[src/rtl/bs_pkg.sv]
// Shared types and default widths for the binary-serial partial-product generator.
package bs_pkg;

    typedef enum logic [1:0] {
        ST_IDLE,
        ST_CLR,
        ST_SHIFT,
        ST_DONE
    } bs_state_t;

    localparam int unsigned BS_IBITW = 8;
    localparam int unsigned BS_WBITW = 8;
    localparam int unsigned BS_WIDTH = 24;

endpackage

[src/rtl/lead_sign_cnt.sv]
// Counts the leading bits of din that equal its MSB, the MSB included (result 1..WBITW).
module lead_sign_cnt #(
    parameter int unsigned WBITW = 8,
    parameter int unsigned CW    = $clog2(WBITW + 1)
) (
    input  logic [WBITW-1:0] din,
    output logic [CW-1:0]    cnt
);

    logic run;

    always_comb begin
        cnt = CW'(1);
        run = 1'b1;
        for (int unsigned j = 1; j < WBITW; j++) begin
            if (run && (din[WBITW-1-j] == din[WBITW-1])) begin
                cnt = cnt + CW'(1);
            end else begin
                run = 1'b0;
            end
        end
    end

endmodule

[src/rtl/bs_pp_gen.sv]
// Serialises a signed weight MSB-first into sign-extended partial products and sequences
// the accumulator (clr / en / mac_done). Define BS_EARLY_TERM_EN to skip redundant sign bits.
module bs_pp_gen
    import bs_pkg::*;
#(
    parameter int unsigned IBITW = BS_IBITW,
    parameter int unsigned WBITW = BS_WBITW,
    parameter int unsigned WIDTH = BS_WIDTH
) (
    input  logic                    clk,
    input  logic                    rst_n,
    input  logic                    stall,
    input  logic                    in_valid,
    output logic                    in_ready,
    input  logic signed [IBITW-1:0] ifm,
    input  logic signed [WBITW-1:0] wght,
    output logic                    clr,
    output logic                    en,
    output logic                    mac_done,
    output logic signed [WIDTH-1:0] prod,
    output logic                    out_valid
);

    localparam int unsigned KW = (WBITW > 1) ? $clog2(WBITW) : 1;

    bs_state_t               state_q, state_d;
    logic [KW-1:0]           k_q, k_d;
    logic signed [IBITW-1:0] ifm_q, ifm_d;
    logic [WBITW-1:0]        wght_q, wght_d;
    logic                    out_valid_q, out_valid_d;
    logic [KW-1:0]           k_load;
    logic [KW-1:0]           sign_k;
    logic                    hs;
    logic signed [WIDTH-1:0] ifm_ext;

`ifdef BS_EARLY_TERM_EN
    localparam int unsigned CW = $clog2(WBITW + 1);

    logic [CW-1:0] lsc_cnt;
    logic [CW-1:0] wbitw_c;
    logic [KW-1:0] top_q, top_d;

    lead_sign_cnt #(.WBITW(WBITW), .CW(CW)) u_lead_sign_cnt (
        .din (wght),
        .cnt (lsc_cnt)
    );

    // E-1 = WBITW - cnt; cnt never exceeds WBITW, so this is always a valid bit index.
    assign wbitw_c = CW'(WBITW);
    assign k_load  = KW'(wbitw_c - lsc_cnt);
    assign sign_k  = top_q;

    always_comb begin
        top_d = top_q;
        if (hs) begin
            top_d = k_load;
        end
    end

    always_ff @(posedge clk or negedge rst_n) begin
        if (!rst_n) begin
            top_q <= '0;
        end else begin
            top_q <= top_d;
        end
    end
`else
    assign k_load = KW'(WBITW - 1);
    assign sign_k = k_load;
`endif

    assign in_ready = rst_n && !stall && ((state_q == ST_IDLE) || (state_q == ST_DONE));
    assign hs       = in_valid && in_ready;
    assign clr      = !stall && (state_q == ST_CLR);
    assign en       = !stall && ((state_q == ST_SHIFT) || (state_q == ST_DONE));
    assign mac_done = !stall && (state_q == ST_DONE);
    assign out_valid = out_valid_q;
    assign ifm_ext  = {{(WIDTH-IBITW){ifm_q[IBITW-1]}}, ifm_q};

    // Decoded purely from registered state, so it holds by itself while stalled.
    always_comb begin
        prod = '0;
        if ((state_q == ST_SHIFT) && wght_q[k_q]) begin
            prod = (k_q == sign_k) ? -ifm_ext : ifm_ext;
        end
    end

    always_comb begin
        state_d     = state_q;
        k_d         = k_q;
        ifm_d       = ifm_q;
        wght_d      = wght_q;
        out_valid_d = (state_q == ST_DONE) && !stall;
        if (!stall) begin
            case (state_q)
                ST_IDLE: begin
                    if (hs) begin
                        state_d = ST_CLR;
                    end
                end
                ST_CLR: state_d = ST_SHIFT;
                ST_SHIFT: begin
                    if (k_q == '0) begin
                        state_d = ST_DONE;
                    end else begin
                        k_d = k_q - KW'(1);
                    end
                end
                ST_DONE: state_d = hs ? ST_CLR : ST_IDLE;
                default: state_d = ST_IDLE;
            endcase
            if (hs) begin
                ifm_d  = ifm;
                wght_d = wght;
                k_d    = k_load;
            end
        end
    end

    always_ff @(posedge clk or negedge rst_n) begin
        if (!rst_n) begin
            state_q     <= ST_IDLE;
            k_q         <= '0;
            ifm_q       <= '0;
            wght_q      <= '0;
            out_valid_q <= 1'b0;
        end else begin
            state_q     <= state_d;
            k_q         <= k_d;
            ifm_q       <= ifm_d;
            wght_q      <= wght_d;
            out_valid_q <= out_valid_d;
        end
    end

endmodule

[config.mk]
export PLATFORM = sky130hd
export DESIGN_NAME = bs_pp_gen
export DESIGN_NICKNAME = d
export VERILOG_FILES = /design/src/rtl/bs_pkg.sv /design/src/rtl/lead_sign_cnt.sv /design/src/rtl/bs_pp_gen.sv
export SDC_FILE = /design/constraint.sdc
export NUM_CORES = 1
export LEC_CHECK = 0
export ABC_AREA = 1
export CAP_MARGIN = 10
export CORE_MARGIN = 2
export CORE_UTILIZATION = 40
export DETAILED_ROUTE_END_ITERATION = 12
export PLACE_DENSITY = 0.69
export SLEW_MARGIN = 25
export SYNTH_ARGS = -nofsm -noshare
export SYNTH_HDL_FRONTEND = slang
export SYNTH_SLANG_ARGS = --single-unit
export TNS_END_PERCENT = 50
[constraint.sdc]
create_clock -name clk -period 3.1 [get_ports clk]
set_input_delay 0.465 -clock clk [delete_from_list [all_inputs] [get_ports clk]]
set_output_delay 0.465 -clock clk [all_outputs]
set_load 0.01 [all_outputs]
### After elaboration in Yosys (flattened, before gate mapping)

Index checks and enable logic that the tools add are counted.

| storage, ports and cells | value |
|---|---|
| flip-flop bits (word level) | 22 |
| bits in latches | 0 |
| bits in writable memories | 0 |
| memory bits (read-only) | 0 |
| input port bits | 20 |
| output and inout port bits | 29 |
| word-level logic and storage cells | 43 |
| memories | 0 |

| cells by class | value |
|---|---|
| $add $sub $neg | 2 |
| $mul | 0 |
| divide/modulo/power cells | 0 |
| magnitude comparators | 1 |
| equality and inequality tests | 7 |
| shifts and indexed selects | 0 |
| multiplexer cells | 11 |
| bitwise operators | 1 |
| reductions and logical operators | 16 |

Operators by type and width:

| operator | number |
|---|---|
| two-way mux 24 bit | 2 |
| negation 8 -> 24 bit | 1 |
| two-way mux 3 bit | 3 |
| case mux 2 bit (4 select lines) | 1 |
| logical AND 1 bit | 7 |
| AND reduction 3 bit | 2 |
| equality test 2 bit, second input constant | 2 |
| less-than comparator 3 x 4 -> 1 bit, second input constant | 1 |
| two-way mux 2 bit | 2 |
| != test 2 bit, second input constant | 2 |
| binary-select mux 1 bit (select 3 bit) | 1 |
| equality test 3 bit, second input constant | 1 |
| zero test 3 bit | 1 |
| subtractor 3 x 1 -> 3 bit, second input constant | 1 |
| equality test 2 x 1 -> 1 bit, second input constant | 1 |
| zero test 2 bit | 1 |
| logical OR 1 bit | 2 |
| two-way mux 1 bit | 2 |
| != test 2 x 1 -> 1 bit, second input constant | 1 |
| AND reduction 2 bit | 1 |
| nonzero test 2 bit | 1 |
| zero test 1 bit | 1 |
| inverter 1 bit | 1 |

### Logic depth before layout (Yosys ltp)

| depth | value |
|---|---|
| word-level depth | 6 |
| depth in mapped cells | 9 |
| gate-level depth less buffers | 9 |

### Worst setup path after synthesis

OpenSTA, ideal clock, no wires.

| timing path | value |
|---|---|
| path kind | reg2out |
| start | register k_q[0] |
| end | output port prod[20] |
| arrival time | 1.532 ns |
| data required time | 2.635 ns |
| slack | 1.103 ns |
| stages on the path, launching flop included | 10 |
| buffers on the path | 1 |
| cell sequence | dfrtp_1 > ha_1 > nand2_1 > inv_2 > nand2_1 > nand2_1 > inv_1 > nand2_1 > nor2_1 > buf_4 |

| between the ends | value |
|---|---|
| longest elaborated chain between the ends | 4 |
| elaborated cells between the ends (all ways) | 6 |
| those cells by class | 1 x eq/ne; 4 x mux; 1 x reduce/logical |

Ends and longest elaborated chain:

| what | line | source |
|---|---|---|
| from (decl) | bs_pp_gen.sv:27 | `logic [KW-1:0] k_q, k_d;` |
| from (signal assigned) | bs_pp_gen.sv:129 | `k_q <= k_d;` |
| binary-select mux 1 bit (select 3 bit) | bs_pp_gen.sv:83 | `if ((state_q == ST_SHIFT) && wght_q[k_q]) begin` |
| two-way mux 1 bit (not written as such) | bs_pp_gen.sv:83 |  |
| logical AND 1 bit | bs_pp_gen.sv:83 |  |
| two-way mux 24 bit (*) | bs_pp_gen.sv:83 |  |
| to (decl) | bs_pp_gen.sv:20 | `output logic signed [WIDTH-1:0] prod,` |

Mark *: on every way between the ends. The rest lies on a longest branch, timed or not. The select of a mux whose other input is x is not followed.

### Worst setup path after layout

| timing path | value |
|---|---|
| start | register k_q[0] |
| end | output port prod[12] |

The elaborated chain is that of the path after synthesis.

==> metrics.txt <==
# TYPE chip_impl_metric gauge
chip_impl_info{name="status",value="complete, no violations"} 1
chip_impl_metric{name="ys_ff_latch",unit=""} 22
chip_impl_info{name="critical_path.most_common_cell",value="nand2_1"} 1
chip_impl_metric{name="critical_path_required",unit="ns"} 2.63
chip_impl_info{name="cpMaxStageDelayCell",value="clkdlybuf4s50_1"} 1
chip_impl_metric{name="via_per_inst",unit=""} 4.67
chip_impl_metric{name="sequentialPowerShare",unit="%"} 27.2
chip_impl_metric{name="timing_max_transition_violations_final",unit=""} 0
chip_impl_metric{name="total_switching_power",unit="W"} 0.000879
chip_impl_metric{name="critical_path.n_buffers_inverters",unit=""} 3
chip_impl_metric{name="layout.nets",unit=""} 282
chip_impl_info{name="layout.cells.most_common",value="clkdlybuf4s50_1"} 1
chip_impl_metric{name="post_cts_hold_buffer_count",unit=""} 0
chip_impl_metric{name="finClkSkew",unit="ns"} 0.00298
chip_impl_metric{name="setup_viol",unit=""} 0
chip_impl_metric{name="number_of_global_route_vias_before_repair",unit=""} 1303
chip_impl_metric{name="place_hpwl",unit="mm"} 2.55
chip_impl_metric{name="cts_resized",unit=""} 0
chip_impl_metric{name="placementRows",unit=""} 22
chip_impl_metric{name="slew_at_the_pin_with_the_worst_max_slew_slack",unit="ns"} 0.398
chip_impl_metric{name="grt_use_total",unit="%"} 16.3
chip_impl_metric{name="met2_usage",unit="%"} 30.6
chip_impl_metric{name="place_congestion",unit=""} 0.832
chip_impl_metric{name="final_util",unit="%"} 56.0
chip_impl_metric{name="power.density",unit="nW/um^2"} 952
chip_impl_metric{name="postSynthAreaPerCell",unit="sq um"} 7.33
chip_impl_info{name="min-delay-path-class",value="register to register"} 1
chip_impl_metric{name="cts.reportedPaths.clkPinSlew",unit="ns"} 0.07
chip_impl_metric{name="synthCells",unit=""} 206
chip_impl_metric{name="drt_first_iter_violations",unit=""} 39
chip_impl_metric{name="cellInternalPower",unit="W"} 0.00106
chip_impl_metric{name="io_pins",unit=""} 49
chip_impl_metric{name="postLayoutCellArea",unit="sq um"} 2030
chip_impl_metric{name="relSlewSlack",unit="%"} 73.3
chip_impl_metric{name="clk_latency",unit="ns"} 0.26
chip_impl_metric{name="final_worst_path_period_share",unit="%"} 89.4
chip_impl_metric{name="vdd.ir_drop.worst",unit="mV"} 0.451
chip_impl_metric{name="fraction_of_layout_instances_using_a_drive_strength_above_1",unit="%"} 9.60
chip_impl_metric{name="preCtsSetupSlack",unit="ns"} 0.572
chip_impl_metric{name="synth_top_area_share",unit="%"} 36.5
chip_impl_metric{name="final-hold-violation-count",unit=""} 0
chip_impl_metric{name="start_util",unit="%"} 41.6
chip_impl_metric{name="grt_util_met1",unit="%"} 18.8
chip_impl_info{name="clock-root-buffer",value="clkbuf_8"} 1
chip_impl_metric{name="clock_power_share",unit="%"} 8.9
chip_impl_info{name="most-common-layout-cells",value="clkdlybuf4s50_1 (48), nand2_1 (44), nor2_1 (30), inv_1 (27), dfrtp_1 (22)"} 1
chip_impl_metric{name="timing.final.crit_period",unit="ns"} 2.77
chip_impl_info{name="path_cells",value="ha_1, nand2_1, inv_2, nand2_1, nand2_1, inv_1, nand2_1, nor2_1, clkdlybuf4s50_1"} 1
chip_impl_metric{name="drt_pre_antenna_iters",unit=""} 4
chip_impl_metric{name="maxClockFrequency",unit="MHz"} 361
chip_impl_info{name="critPathLaunchType",value="register"} 1
chip_impl_metric{name="netlist_area",unit="sq um"} 1510
chip_impl_metric{name="number_of_clock_sinks_seen_by_cts",unit=""} 22
chip_impl_metric{name="clock_path_buffers",unit=""} 2
chip_impl_metric{name="via_count",unit=""} 1391
chip_impl_metric{name="cap_violations",unit=""} 0
chip_impl_metric{name="finalPower",unit="W"} 0.00194
chip_impl_metric{name="finalWirelength",unit="mm"} 3.15
chip_impl_info{name="path_class",value="register to output pin"} 1
chip_impl_info{name="critical_path.endpoint_type",value="output pin"} 1
chip_impl_info{name="cell_type_with_the_highest_aggregate_area_in_the_netlist",value="dfrtp_1"} 1
chip_impl_metric{name="synth_cell_type_count",unit=""} 21
chip_impl_metric{name="area_delta_synth_final",unit="%"} 34.7
chip_impl_metric{name="power.share.combinational",unit="%"} 63.9
chip_impl_info{name="grt_most_used_layer",value="met2"} 1
chip_impl_metric{name="drc_errors",unit=""} 0
chip_impl_metric{name="grt_pass1_wl",unit="mm"} 5.51
chip_impl_metric{name="numCtsBuffers",unit=""} 3
chip_impl_metric{name="power.share.switching",unit="%"} 45.4
chip_impl_metric{name="crit_path_max_incr_delay",unit="ns"} 0.56
chip_impl_metric{name="dieHeight",unit="microns"} 65.4
chip_impl_metric{name="floorplan.die_area",unit="sq um"} 4280
chip_impl_metric{name="setup_ws",unit="ns"} 0.330
chip_impl_metric{name="coreArea",unit="sq um"} 3630
chip_impl_metric{name="power.leakage",unit="nW"} 1.00
chip_impl_metric{name="synth_warnings",unit=""} 0
chip_impl_metric{name="port_buffers",unit=""} 48
chip_impl_metric{name="synthesis.nets",unit=""} 236
chip_impl_metric{name="antenna_cells",unit=""} 0
chip_impl_metric{name="grt_antenna_before_repair",unit=""} 0
chip_impl_metric{name="ctsHtreeMaxLevel",unit=""} 1
chip_impl_metric{name="totalNegativeSetupSlack",unit="ns"} 0
chip_impl_info{name="tritoncts",value="done"} 1
chip_impl_metric{name="grt-ovfl-total",unit=""} 0
chip_impl_metric{name="synth_seq_area_share",unit="%"} 36.5
chip_impl_info{name="setup_repair_after_global_routing_missed_its_margin",value="no"} 1
chip_impl_metric{name="post_cts.repair.setup_buffers",unit=""} 0
chip_impl_info{name="synth_top_cells_by_area",value="dfrtp_1 (36%), nand2_1 (11%), ha_1 (8.3%), nor2_1 (7.5%), inv_1 (6.7%)"} 1
chip_impl_metric{name="cp.arrival",unit="ns"} 2.30
chip_impl_info{name="cpLargestDelayFamily",value="buffers and inverters"} 1
chip_impl_metric{name="path_max_fanout",unit=""} 10
chip_impl_metric{name="placedInstanceArea",unit="sq um"} 1990
chip_impl_metric{name="grt_start_max_net_pins",unit=""} 29
chip_impl_metric{name="ant_nets",unit=""} 0
chip_impl_metric{name="floorplan.die.width",unit="microns"} 65.4
chip_impl_metric{name="routed_wire_length_per_instance",unit="microns"} 10.6
chip_impl_metric{name="grt_use_met3",unit="%"} 2.40
-- cells in the mapped netlist --
master	n
ha_1	10
buf_4	6
nor2_1	30
nand3_1	14
inv_2	2
o211ai_1	2
inv_1	27
buf_6	2
xnor2_1	1
o21ai_0	3
dfrtp_1	22
nor3_1	2
nand3_4	1
xor2_1	2
nand4_1	4
nand3_2	3
o21ai_1	1
a21oi_1	16
nand2_1	44
nor2_2	13
buf_2	1
-- power by group through the flow --
stage          combinational (W)  clock, W  sequential, W
2_1_floorplan           0.000858         0       0.000507
3_3_place_gp             0.00124         0       0.000530
3_5_place_dp             0.00125         0       0.000533
4_1_cts                  0.00126  0.000180       0.000527
5_1_grt                  0.00141  0.000190       0.000550
6_report                 0.00124  0.000173       0.000527
-- routing by layer --
layer	share of wire [%]	vias up
li1	-	731
met1	43	610
met2	51	46
met3	5.0	4
met4	0.98	0
met5	0	-
-- registers in the layout, summed over array words and instances (netlist names) --
name and flops:
k_q 3, out_valid 1, state_q 2, wght_q 8
ifm_q 8
-- final timing paths --
| path | slack (ns) | depth (start not counted) | start | end |
|---|---|---|---|---|
| worst max-delay path | 0.33 | 9 | k_q[0] | prod[12] |
| min in group asynchronous | 0.58 | 2 | rst_n | wght_q[1] |
| worst max register to register | 1.24 | 9 | state_q[0] | state_q[1] |
| worst min register to register | 0.50 | 2 | wght_q[0] | wght_q[0] |
| worst min-delay path | 0.50 | 2 | wght_q[0] | wght_q[0] |
| max in group asynchronous | 2.30 | 2 | rst_n | ifm_q[7] |
-- tightest hold or removal path: stages, from the launching register on --
cell,delay [ns]
dfrtp_1,0.36
nand2_1,0.06
nand2_1,0.06
-- stage by stage --
| step | hold slack, ns | instances |
|---|---|---|
| 3_5_place_dp | 0.487 | 295 |
| 2_1_floorplan | 0.169 | 206 |
| 4_1_cts | 0.503 | 298 |
| 3_3_place_gp | 0.482 | 295 |
| 5_1_grt | 0.524 | 298 |
| 6_report | 0.498 | 298 |
-- cells by family (layout without fill, tap and decap cells) --
family                   after synthesis  in the layout  synth area share [%]
XOR/XNOR                               3              3                  1.74
adder cells (fa/ha/maj)               10             10                  8.29
AND/OR/NAND/NOR                      111            111                  33.9
flip-flops                            22             22                  36.5
AO/OA/AOI/OAI                         22             22                  7.62
buffers and inverters                 38             82                  12.0
-- area by class of cell --
class | instances | area (sq um)
tap | 48 | 60.1
inverter | 29 | 109
timing repair buffer | 50 | 495
fill | 366 | 1600
multi-input combinational | 146 | 778
sequential | 22 | 551
clock buffer | 3 | 41.3
(Power assumes the default switching activity.)
